`src/rtl/video_timing_gen.sv`:
```
// Raster timing generator with a selectable test-pattern RGB source.
// Every output is registered and advances only on cen_i-qualified clock edges.
module video_timing_gen #(
  parameter int   H_ACTIVE = 1920,
  parameter int   H_FP     = 88,
  parameter int   H_SYNC   = 44,
  parameter int   H_BP     = 148,
  parameter int   V_ACTIVE = 1080,
  parameter int   V_FP     = 4,
  parameter int   V_SYNC   = 5,
  parameter int   V_BP     = 36,
  parameter logic SYNC_POL = 1'b1,
  parameter int   GRID     = 20
) (
  input  logic        clk_i,
  input  logic        rst_i,
  input  logic        cen_i,
  input  logic [1:0]  pat_sel_i,
  input  logic [23:0] color_i,
  input  logic [15:0] seed_i,
  output logic [1:0]  vh_blank_o,
  output logic [2:0]  dvh_sync_o,
  output logic [23:0] vid_rgb_o,
  output logic [11:0] x_o,
  output logic [11:0] y_o,
  output logic        frame_start_o
);

  typedef enum logic [1:0] {PAT_SOLID, PAT_BARS, PAT_GRID, PAT_NOISE} pat_e;

  localparam logic [11:0] H_LAST    = 12'(H_ACTIVE + H_FP + H_SYNC + H_BP - 1);
  localparam logic [11:0] V_LAST    = 12'(V_ACTIVE + V_FP + V_SYNC + V_BP - 1);
  localparam logic [11:0] H_ACT     = 12'(H_ACTIVE);
  localparam logic [11:0] V_ACT     = 12'(V_ACTIVE);
  localparam logic [11:0] HS_BEG    = 12'(H_ACTIVE + H_FP);
  localparam logic [11:0] HS_END    = 12'(H_ACTIVE + H_FP + H_SYNC);
  localparam logic [11:0] VS_BEG    = 12'(V_ACTIVE + V_FP);
  localparam logic [11:0] VS_END    = 12'(V_ACTIVE + V_FP + V_SYNC);
  localparam logic [11:0] GRID_LAST = 12'(GRID - 1);
  localparam logic [11:0] BAR_LAST  = 12'(H_ACTIVE / 8 - 1);

  logic [11:0] h_q, h_d, v_q, v_d;
  logic [11:0] gx_q, gx_d, gy_q, gy_d;
  logic [11:0] bx_q, bx_d;
  logic [2:0]  bar_q, bar_d;
  pat_e        pat_q, pat_d;
  logic [23:0] color_q, color_d;
  logic [15:0] lfsr_q, lfsr_d;

  logic [1:0]  blank_q, blank_d;
  logic [2:0]  sync_q, sync_d;
  logic [23:0] rgb_q, rgb_d;
  logic        fs_q, fs_d;
  logic [11:0] x_q, y_q;

  logic        frame_start, hblank, vblank, de, h_wrap;
  logic [15:0] lfsr_cur;
  logic [23:0] bar_rgb;

  // NOTE: every signal gets a default at the top so no path can infer a latch.
  always_comb begin
    frame_start = (h_q == '0) && (v_q == '0);
    // At frame start the live selection is used directly so pixel (0,0) already shows it.
    pat_d    = frame_start ? pat_e'(pat_sel_i) : pat_q;
    color_d  = frame_start ? color_i : color_q;
    lfsr_cur = lfsr_q;
    if (frame_start) lfsr_cur = (seed_i == '0) ? 16'h0001 : seed_i;

    hblank = (h_q >= H_ACT);
    vblank = (v_q >= V_ACT);
    de     = ~hblank & ~vblank;

    unique case (bar_q)
      3'd0:    bar_rgb = 24'hFFFFFF;
      3'd1:    bar_rgb = 24'hFFFF00;
      3'd2:    bar_rgb = 24'h00FFFF;
      3'd3:    bar_rgb = 24'h00FF00;
      3'd4:    bar_rgb = 24'hFF00FF;
      3'd5:    bar_rgb = 24'hFF0000;
      3'd6:    bar_rgb = 24'h0000FF;
      default: bar_rgb = 24'h000000;
    endcase

    rgb_d = '0;
    if (de) begin
      unique case (pat_d)
        PAT_SOLID: rgb_d = color_d;
        PAT_BARS:  rgb_d = bar_rgb;
        PAT_GRID:  rgb_d = ((gx_q == '0) || (gy_q == '0)) ? 24'hFFFFFF : 24'h000000;
        default:   rgb_d = {lfsr_cur[7:0], lfsr_cur[15:8], lfsr_cur[7:0]};
      endcase
    end

    blank_d = {vblank, hblank};
    sync_d  = {de,
               ((v_q >= VS_BEG) && (v_q < VS_END)) ? SYNC_POL : ~SYNC_POL,
               ((h_q >= HS_BEG) && (h_q < HS_END)) ? SYNC_POL : ~SYNC_POL};
    fs_d    = frame_start;
    lfsr_d  = de ? {lfsr_cur[14:0], lfsr_cur[15] ^ lfsr_cur[13] ^ lfsr_cur[12] ^ lfsr_cur[10]}
                 : lfsr_cur;

    h_wrap = (h_q == H_LAST);
    h_d    = h_wrap ? '0 : h_q + 12'd1;
    v_d    = v_q;
    gy_d   = gy_q;
    gx_d   = (h_wrap || (gx_q == GRID_LAST)) ? '0 : gx_q + 12'd1;
    if (h_wrap) begin
      v_d  = (v_q == V_LAST) ? '0 : v_q + 12'd1;
      gy_d = ((v_q == V_LAST) || (gy_q == GRID_LAST)) ? '0 : gy_q + 12'd1;
    end

    // Bar index steps every H_ACTIVE/8 pixels; it runs on through blanking harmlessly.
    bx_d  = bx_q + 12'd1;
    bar_d = bar_q;
    if (h_wrap) begin
      bx_d  = '0;
      bar_d = '0;
    end else if (bx_q == BAR_LAST) begin
      bx_d  = '0;
      bar_d = bar_q + 3'd1;
    end
  end

  // NOTE: non-blocking assignments so every register samples pre-edge values.
  always_ff @(posedge clk_i) begin
    if (rst_i) begin
      h_q     <= '0;
      v_q     <= '0;
      gx_q    <= '0;
      gy_q    <= '0;
      bx_q    <= '0;
      bar_q   <= '0;
      pat_q   <= PAT_SOLID;
      color_q <= '0;
      lfsr_q  <= 16'h0001;
      blank_q <= 2'b11;
      sync_q  <= {1'b0, ~SYNC_POL, ~SYNC_POL};
      rgb_q   <= '0;
      x_q     <= '0;
      y_q     <= '0;
      fs_q    <= 1'b0;
    end else if (cen_i) begin
      h_q     <= h_d;
      v_q     <= v_d;
      gx_q    <= gx_d;
      gy_q    <= gy_d;
      bx_q    <= bx_d;
      bar_q   <= bar_d;
      pat_q   <= pat_d;
      color_q <= color_d;
      lfsr_q  <= lfsr_d;
      blank_q <= blank_d;
      sync_q  <= sync_d;
      rgb_q   <= rgb_d;
      x_q     <= h_q;
      y_q     <= v_q;
      fs_q    <= fs_d;
    end
  end

  assign vh_blank_o    = blank_q;
  assign dvh_sync_o    = sync_q;
  assign vid_rgb_o     = rgb_q;
  assign x_o           = x_q;
  assign y_o           = y_q;
  assign frame_start_o = fs_q;

endmodule

```
`config.mk`:
```
export PLATFORM = sky130hd
export DESIGN_NAME = video_timing_gen
export DESIGN_NICKNAME = d
export VERILOG_FILES = /design/src/rtl/video_timing_gen.sv
export SDC_FILE = /design/constraint.sdc
export NUM_CORES = 1
export LEC_CHECK = 0
export CORE_MARGIN = 5
export CORE_UTILIZATION = 60
export CTS_CLUSTER_SIZE = 8
export DETAILED_ROUTE_END_ITERATION = 8
export GPL_TIMING_DRIVEN = 1
export PLACE_DENSITY_LB_ADDON = 0.1
export SKIP_CTS_REPAIR_TIMING = 1
export SLEW_MARGIN = 10
export SYNTH_ARGS = -nofsm -noshare
export SYNTH_HDL_FRONTEND = slang
export SYNTH_SLANG_ARGS = --single-unit
```
`constraint.sdc`:
```
create_clock -name clk_i -period 6.7 [get_ports clk_i]
set_input_delay 1.34 -clock clk_i [delete_from_list [all_inputs] [get_ports clk_i]]
set_output_delay 1.34 -clock clk_i [all_outputs]
set_load 0.005 [all_outputs]
```
* Word-level counts from Yosys, hierarchy flattened
Index checks and enable logic that the tools add are counted.
Storage, ports and cells: register bits after elaboration 159, latch bits 0, memory bits (writable) 0, ROM bits 0, input bits 45, output and inout port bits 54, logic and storage cells 81, memories kept 0
Cells by class: $add $sub $neg 6, multipliers 0, div/mod/pow operators 0, order comparisons 6, equal/unequal tests 13, shift-type cells 0, muxes and demuxes 19, bitwise logic cells 6, reduce and logical (&&, ||, !) cells 16
Operator list (number):
- $pmux W24 S7 | 1
- $mux W12 | 6
- $mux W24 | 3
- $pmux W24 S3 | 1
- $add A12 B1 Y12 const B | 5
- $ge A12 B11 Y1 const B | 4
- $logic_not A12 Y1 | 4
- $mux W16 | 3
- $eq A12 B5 Y1 const B | 2
- $logic_not A16 Y1 | 1
- $eq A12 B11 Y1 const B | 1
- $eq A12 B12 Y1 const B | 1
- $eq A12 B8 Y1 const B | 1
- $lt A12 B11 Y1 const B | 1
- $lt A12 B12 Y1 const B | 1
- $eq A3 B3 Y1 const B | 3
- $eq A3 B2 Y1 const B | 2
- $mux W3 | 2
- $reduce_and A2 Y1 | 2
- $add A3 B1 Y3 const B | 1
- $eq A3 B1 Y1 const B | 1
- $logic_and A1 B1 Y1 | 3
- $logic_not A3 Y1 | 1
- $logic_or A1 B1 Y1 | 3
- 9 further kinds | 13

* Longest topological paths before layout
Gate-level depths: netlist of run 1.
word-level depth 7, depth in mapped cells 9, gate-level depth less buffers 7

* Worst setup path after synthesis of run 1
Ideal clock, no wire load.
kind input to register, from input port cen_i, to register gy_q[11], data arrival time 2513 ps, required time 6630 ps, slack 4117 ps, cell stages on the path 5, path buffers 0, path through nand2_1 -> nor4_4 -> nand3_4 -> or4_1 -> a21oi_1
Between the ends: longest elaborated chain between the ends 1
RTL lines:
- start: declaration | line 17 | input logic cen_i,
- $reduce_and A2 Y1 (no source line)
- end signal: assignment | line 146 | gy_q <= gy_d;
- end: declaration | line 43 | logic [11:0] gx_q, gx_d, gy_q, gy_d;
Every way passes these cells. A chain may end at the register's enable or synchronous reset.

* Worst setup path after layout of run 1
from register v_q[11], to register rgb_q[20], in the netlist vid_rgb_o[20]
Between the ends: longest elaborated chain between the ends 6
RTL lines:
- start: declaration | line 42 | logic [11:0] h_q, h_d, v_q, v_d;
- start signal: assignment | line 144 | v_q <= v_d;
- $logic_not A12 Y1 | line 62 | frame_start = (h_q == '0) && (v_q == '0);
- $logic_and A1 B1 Y1 | line 62
- $mux W2 | line 64 | pat_d = frame_start ? pat_e'(pat_sel_i) : pat_q;
- $eq A2 B2 Y1 (tied with other cells) | line 86 | unique case (pat_d)
- $pmux W24 S3 | line 86
- $mux W24 * | line 85 | if (de) begin
- end signal: assignment | line 154 | rgb_q <= rgb_d;
- end: declaration | line 52 | logic [23:0] rgb_q, rgb_d;
Every way passes the cells marked *; elsewhere a longest branch is shown, timed or not.

==> out/results.tsv, run 1 <==
metric	value	unit
post-layout min period	3.74	ns
largest family of logic cells by synthesized area	simple AND/OR/NAND/NOR gates	
Crit path max-delay family	simple AND/OR/NAND/NOR gates	
Congestion Overflow GR	0	
kind of critical path	reg -> reg	
status	complete, no violations	
Reg-to-Reg End	vid_rgb_o[20]$_SDFFE_PP0P_	
hold depth	2	
most common cell in the netlist	dfxtp_1	
Avg Vias per Cell	5.99	
RSZ-0062 raised after global routing	false	
Max VDD drop	0.195	mV
Pleak	3.42	nW
crit path buf inv count	1	
TritonRoute pass-1 iters	5	
Layout fillers	965	
slew margin rel.	20.9	%
Syn Nets	992	
Async S/R FF share, synth	0	%
vias in the first global route	6673	
final core utilization	74.8	%
Antenna Nets Post-Route	0	
Final Cell Area	0.00944	sq mm
mux cell area share after synthesis	4.08	%
CP required	6.95	ns
IO Pins	99	
CTS Buf Count	17	
Critical-path top delay cell	mux2i_2	
drt wl/cell	17.4	um
hold_sp	color_q[6]$_SDFFE_PP0P_	
setup tns final	0	ns
PwrDens	265	mW/mm^2
Critical Path Fanout Max	27	
largest net degree at the start of global routing	52	
Pins Over Slew Limit	0	
RR Startpoint	v_q[11]$_SDFFE_PP0P_	
type of the worst min-delay path	reg -> reg	
ant diodes	0	
Slew @ Worst Pin	1.16	ns
Mean Syn Cell Area	8.24	sq um
post-synthesis adder-cell area fraction	2.28	%
drt initial violations	877	
global-route usage over all layers	27.6	%
CP max stage delay	1.05	ns
internal reg-to-reg setup slack	2.96	ns
YS warnings	0	
footprint of the multi-input gates	0.00410	sq mm
Post-synth EDFFs	0	
cell taking the most area after synthesis	dfxtp_1	
Cell Chain, Critical Path	nor4_1 > and3_1 > buf_4 > nand2_1 > mux2i_2 > a32oi_1	
mapped cell area	0.00769	sq mm
CP startpoint kind	flop	
synth unique cells	50	
TritonCTS clock tree	yes	
Synth top area share	41.4	%
Synth top cells by count	dfxtp_1 (159), nand2_1 (136), nor2_1 (116), a211oi_1 (48), inv_1 (45)	
first-pass GRT wire length	33.3	mm
Cell Count, Final, Fillers Out	1186	
clock latency on the worst-skew pair	0.43	ns
clock skew	0.00782	ns
initial antenna violation count	0	
Endpoint, Worst Hold	color_q[6]$_SDFFE_PP0P_	
layout cells sized above 1	5.82	%
total number of vias	7110	
DP Cell Count	1154	
FF+latch area	0.00318	sq mm
Root Driver	clkbuf_16	
Crit path arrival time	3.98	ns
top cells by area, synth	dfxtp_1 (41%), nand2_1 (6.6%), nor2_1 (5.7%)	
Reg clk slew, reported paths	0.06	ns
critical path capture point type	flop	
drt total wl	20.7	mm
Core Rows	41	
DRC Markers	0	
core area	0.0126	sq mm
Synth Area in Simple Gates	24.5	%
die span in y	123	um
register area share after synthesis	41.4	%
reg2reg path depth	6	
Final Hold Viols	0	
worst hold slack	0.452	ns
setup violators final	0	
die span in x	123	um
XOR/XNOR share of the synthesized area	5.81	%
routability cong.	0.839	
clk sinks	159	
Clock Path Buffers	2	
flops & latches, synth	159	
Post-synth top flop	dfxtp_1	
post-DP HPWL	13.6	mm
max cap viols	0	
period utilization	55.8	%
fin nets	1060	
Initial Utilization	60.9	%
CTS H-tree lvls	4	
area post-placement	0.00871	sq mm
Die ar.	0.0152	sq mm
IO buf count	98	
Synth Area in Compound Gates	16.5	%
Layout area overhead	22.7	%
maximum clock frequency	268	MHz
Syn Inst Count	933	
-- kinds of logic after synthesis --
family | after synthesis
AOI/OAI and AO/OA | 178
buffers and inverters | 104
DFF | 159
muxes | 31
and+or+nand+nor | 396
xor gates and xnor gates | 51
adders and majority gates | 14
-- layout make-up --
| cell class | instances | share of cell area [%] |
|---|---|---|
| Inverter | 46 | 1.83 |
| Clock buffer | 22 | 5.02 |
| Tap cell | 172 | 2.28 |
| Sequential cell | 159 | 33.7 |
| Clock inverter | 10 | 2.69 |
| Multi-Input combinational cell | 670 | 43.4 |
| Timing Repair Buffer | 107 | 11.0 |
-- power breakdown --
group / total, mW / switching, mW / leakage [nW] / internal, mW
Sequential: 1.02 / 0.0364 / 1.30 / 0.989
Clock: 1.19 / 0.384 / 0.355 / 0.804
Combinational: 0.288 / 0.168 / 1.77 / 0.120
-- worst min-delay path, delay by kind of cell (launching register included) --
family             cells  cell delay [ns]
and+or+nand+nor        1             0.05
AOI/OAI and AO/OA      1             0.05
DFF                    1             0.31
-- stage by stage --
step | worst slack (ns) | total power [mW]
final | 2.96 | 2.50
after global routing | 2.75 | 2.58
after CTS | 3.08 | 2.51
after detailed placement | 2.78 | 1.33
after global placement | 2.83 | 1.32
after floorplan | 4.12 | 1.20
-- registers in the layout, indices dropped and copies added, names as in the netlist --
name and cells:
color_q 24, vid_rgb_o 24, lfsr_q 16, bx_q 12, gx_q 12, gy_q 12, h_q 12, v_q 12
x_o 12, y_o 12, bar_q 3, dvh_sync_o 3, pat_q 2, vh_blank_o 2, frame_start_o 1
-- cell usage in the layout, fill, tap and decap left out, types with 11 or more instances in the layout --
master,Yosys,routed
xnor2_1,16,16
nor2_1,116,115
nor3_1,13,12
and3_1,11,11
and2_1,30,30
a21oi_1,43,43
clkbuf_16,0,17
nand2_1,136,136
xor2_1,35,35
dfxtp_1,159,159
o221ai_1,16,16
a211oi_1,48,48
clkdlybuf4s50_1,0,96
o21ai_0,12,12
nand4_1,29,29
a32oi_1,24,24
mux2i_1,30,30
inv_1,45,45
a311oi_1,14,14
ha_1,14,14
nand3_1,18,18
-- layer usage --
layer	track usage (%)	wire, um
met2	44.2	9620
met1	36.8	9220
met3	6.08	1360
met5	0	0
met4	9.90	469
-- worst max-delay path by stage --
stage / slack (ns) / depth (start not counted) / to / startpoint
final: 2.96 / 6 / vid_rgb_o[20]$_SDFFE_PP0P_ / v_q[11]$_SDFFE_PP0P_
after global routing: 2.75 / 6 / vid_rgb_o[21]$_SDFFE_PP0P_ / v_q[11]$_SDFFE_PP0P_
after CTS: 3.08 / 6 / vid_rgb_o[20]$_SDFFE_PP0P_ / v_q[11]$_SDFFE_PP0P_
after detailed placement: 2.78 / 7 / gy_q[10]$_SDFFE_PP0P_ / cen_i
after global placement: 2.83 / 7 / gy_q[6]$_SDFFE_PP0P_ / cen_i
after floorplan: 4.12 / 5 / gy_q[11]$_SDFFE_PP0P_ / cen_i
(Power assumes the default switching activity.)
==> inputs of run 2 (changes only) <==
CORE_UTILIZATION = 56   (was 60)
clock period = 3.65 ns   (was 6.7 ns; I/O delays follow)
==> run 2 against run 1 <==
  * Final cell count up 1.2%
  * Worst setup slack worse by 2.2 ns
  * Clock skew about the same
  * Flip-flop and latch count unchanged
  * Critical endpoint is now vid_rgb_o[21]$_SDFFE_PP0P_
==> out/results.tsv, run 2 (synthesized netlist as in run 1, its figures left out) <==
metric	value	unit
status	complete, no violations	
TritonRoute pass-1 iters	5	
largest net degree at the start of global routing	44	
Pleak	3.40	nW
vias in the first global route	6484	
IO buf count	98	
Congestion Overflow GR	0	
CTS Buf Count	17	
global-route usage over all layers	25.5	%
post-layout min period	2.93	ns
core area	0.0133	sq mm
fin nets	1070	
post-DP HPWL	14.6	mm
P_int	3.13	mW
die span in y	127	um
DP Cell Count	1168	
die span in x	127	um
clock latency on the worst-skew pair	0.42	ns
CP required	3.99	ns
Cell Chain, Critical Path	nor4_1 > nand4_1 > o211ai_2 > o221ai_1 > a32oi_1	
Comb power frac	12.9	%
RR Startpoint	h_q[8]$_SDFFE_PP0P_	
routability cong.	0.922	
drt total wl	20.9	mm
commonest non-fill, non-tap cells in the layout	dfxtp_1 (159), nand2_1 (136), nor2_1 (115)	
reg2reg path depth	5	
Reg-to-Reg End	vid_rgb_o[21]$_SDFFE_PP0P_	
switching share of power	26.1	%
max cap viols	0	
TritonCTS clock tree	yes	
most common cell after layout, fill and taps aside	dfxtp_1	
Crit path arrival time	3.27	ns
drt initial violations	669	
internal reg-to-reg setup slack	0.72	ns
Avg Vias per Cell	5.95	
Slew @ Worst Pin	0.942	ns
setup tns final	0	ns
critical path capture point type	flop	
DRC Markers	0	
initial antenna violation count	0	
CP max stage delay	0.81	ns
Critical Path Fanout Max	16	
Antenna Nets Post-Route	0	
kind of critical path	reg -> reg	
post-place setup slack	0.834	ns
clock skew	0.00824	ns
maximum clock frequency	341	MHz
CTS H-tree lvls	4	
ant diodes	0	
layout cells sized above 1	6.74	%
post-layout worst setup margin	0.721	ns
RSZ-0062 raised after global routing	false	
final core utilization	70.4	%
Critical Path Source	h_q[8]$_SDFFE_PP0P_	
total number of vias	7141	
Cell Count, Final, Fillers Out	1200	
Critical-path top delay cell	o211ai_2	
slew margin rel.	37.0	%
CP Capture Point	vid_rgb_o[21]$_SDFFE_PP0P_	
Root Driver	clkbuf_16	
sequential share of power	44.6	%
PwrDens	450	mW/mm^2
setup violators final	0	
Layout area overhead	22.2	%
Clock Path Buffers	2	
clock share of power	42.5	%
Max VDD drop	0.369	mV
type of the worst min-delay path	reg -> reg	
Psw	1.10	mW
first-pass GRT wire length	33.8	mm
clk sinks	159	
area post-placement	0.00880	sq mm
Core Rows	42	
drt wl/cell	17.4	um
IO Pins	99	
period utilization	80.3	%
Initial Utilization	57.6	%
Final Hold Viols	0	
Reg clk slew, reported paths	0.06	ns
Final Cell Area	0.00940	sq mm
Pins Over Slew Limit	0	
Die ar.	0.0162	sq mm
CP startpoint kind	flop	
==> run 2: worst min path at each step <==
| stage | cells after the start | slack [ns] | from | endpoint |
|---|---|---|---|---|
| finish | 2 | 0.45 | color_q[7]$_SDFFE_PP0P_ | color_q[7]$_SDFFE_PP0P_ |
| floorplan | 2 | 0.43 | color_q[0]$_SDFFE_PP0P_ | color_q[0]$_SDFFE_PP0P_ |
| detailed placement | 2 | 0.44 | color_q[16]$_SDFFE_PP0P_ | color_q[16]$_SDFFE_PP0P_ |
| global placement | 2 | 0.44 | color_q[23]$_SDFFE_PP0P_ | color_q[23]$_SDFFE_PP0P_ |
| global route | 2 | 0.47 | color_q[11]$_SDFFE_PP0P_ | color_q[11]$_SDFFE_PP0P_ |
| CTS | 2 | 0.45 | color_q[16]$_SDFFE_PP0P_ | color_q[16]$_SDFFE_PP0P_ |
==> run 2: layer usage <==
layer / track usage, % / wire length (um) / vias up
li1: - / - / 3444
met1: 37.1 / 9800 / 3371
met2: 38.4 / 9180 / 300
met3: 6.34 / 1690 / 26
met4: 5.87 / 248 / 0
met5: 0 / 0 / -
==> run 2: worst max-delay path: cells and delay by family, from the launching register on <==
family / cells / cell delay (ns)
AOI/OAI and AO/OA: 3 / 1.35
DFF: 1 / 0.37
and+or+nand+nor: 2 / 1.11
==> run 2: layout make-up <==
class                           count  area [sq um]
Timing Repair Buffer              117          1130
Clock buffer                       19           433
Fill cell                        1118          3950
Multi-Input combinational cell    670          4100
Sequential cell                   159          3180
Clock inverter                     13           161
Inverter                           46           173
Tap cell                          176           220
==> run 2: power groups by stage <==
stage	clock network (mW)	logic [mW]	registers, mW
2_1_floorplan	0	0.305	1.90
3_3_place_gp	0	0.531	1.92
3_5_place_dp	0	0.535	1.92
4_1_cts	1.82	0.539	1.88
5_1_grt	1.90	0.591	1.89
6_report	1.80	0.545	1.88
==> run 2: metrics by stage <==
step | total power, mW | hold WS, ns
floorplan | 2.20 | 0.432
global placement | 2.45 | 0.439
detailed placement | 2.45 | 0.443
CTS | 4.24 | 0.452
global route | 4.38 | 0.466
finish | 4.23 | 0.448
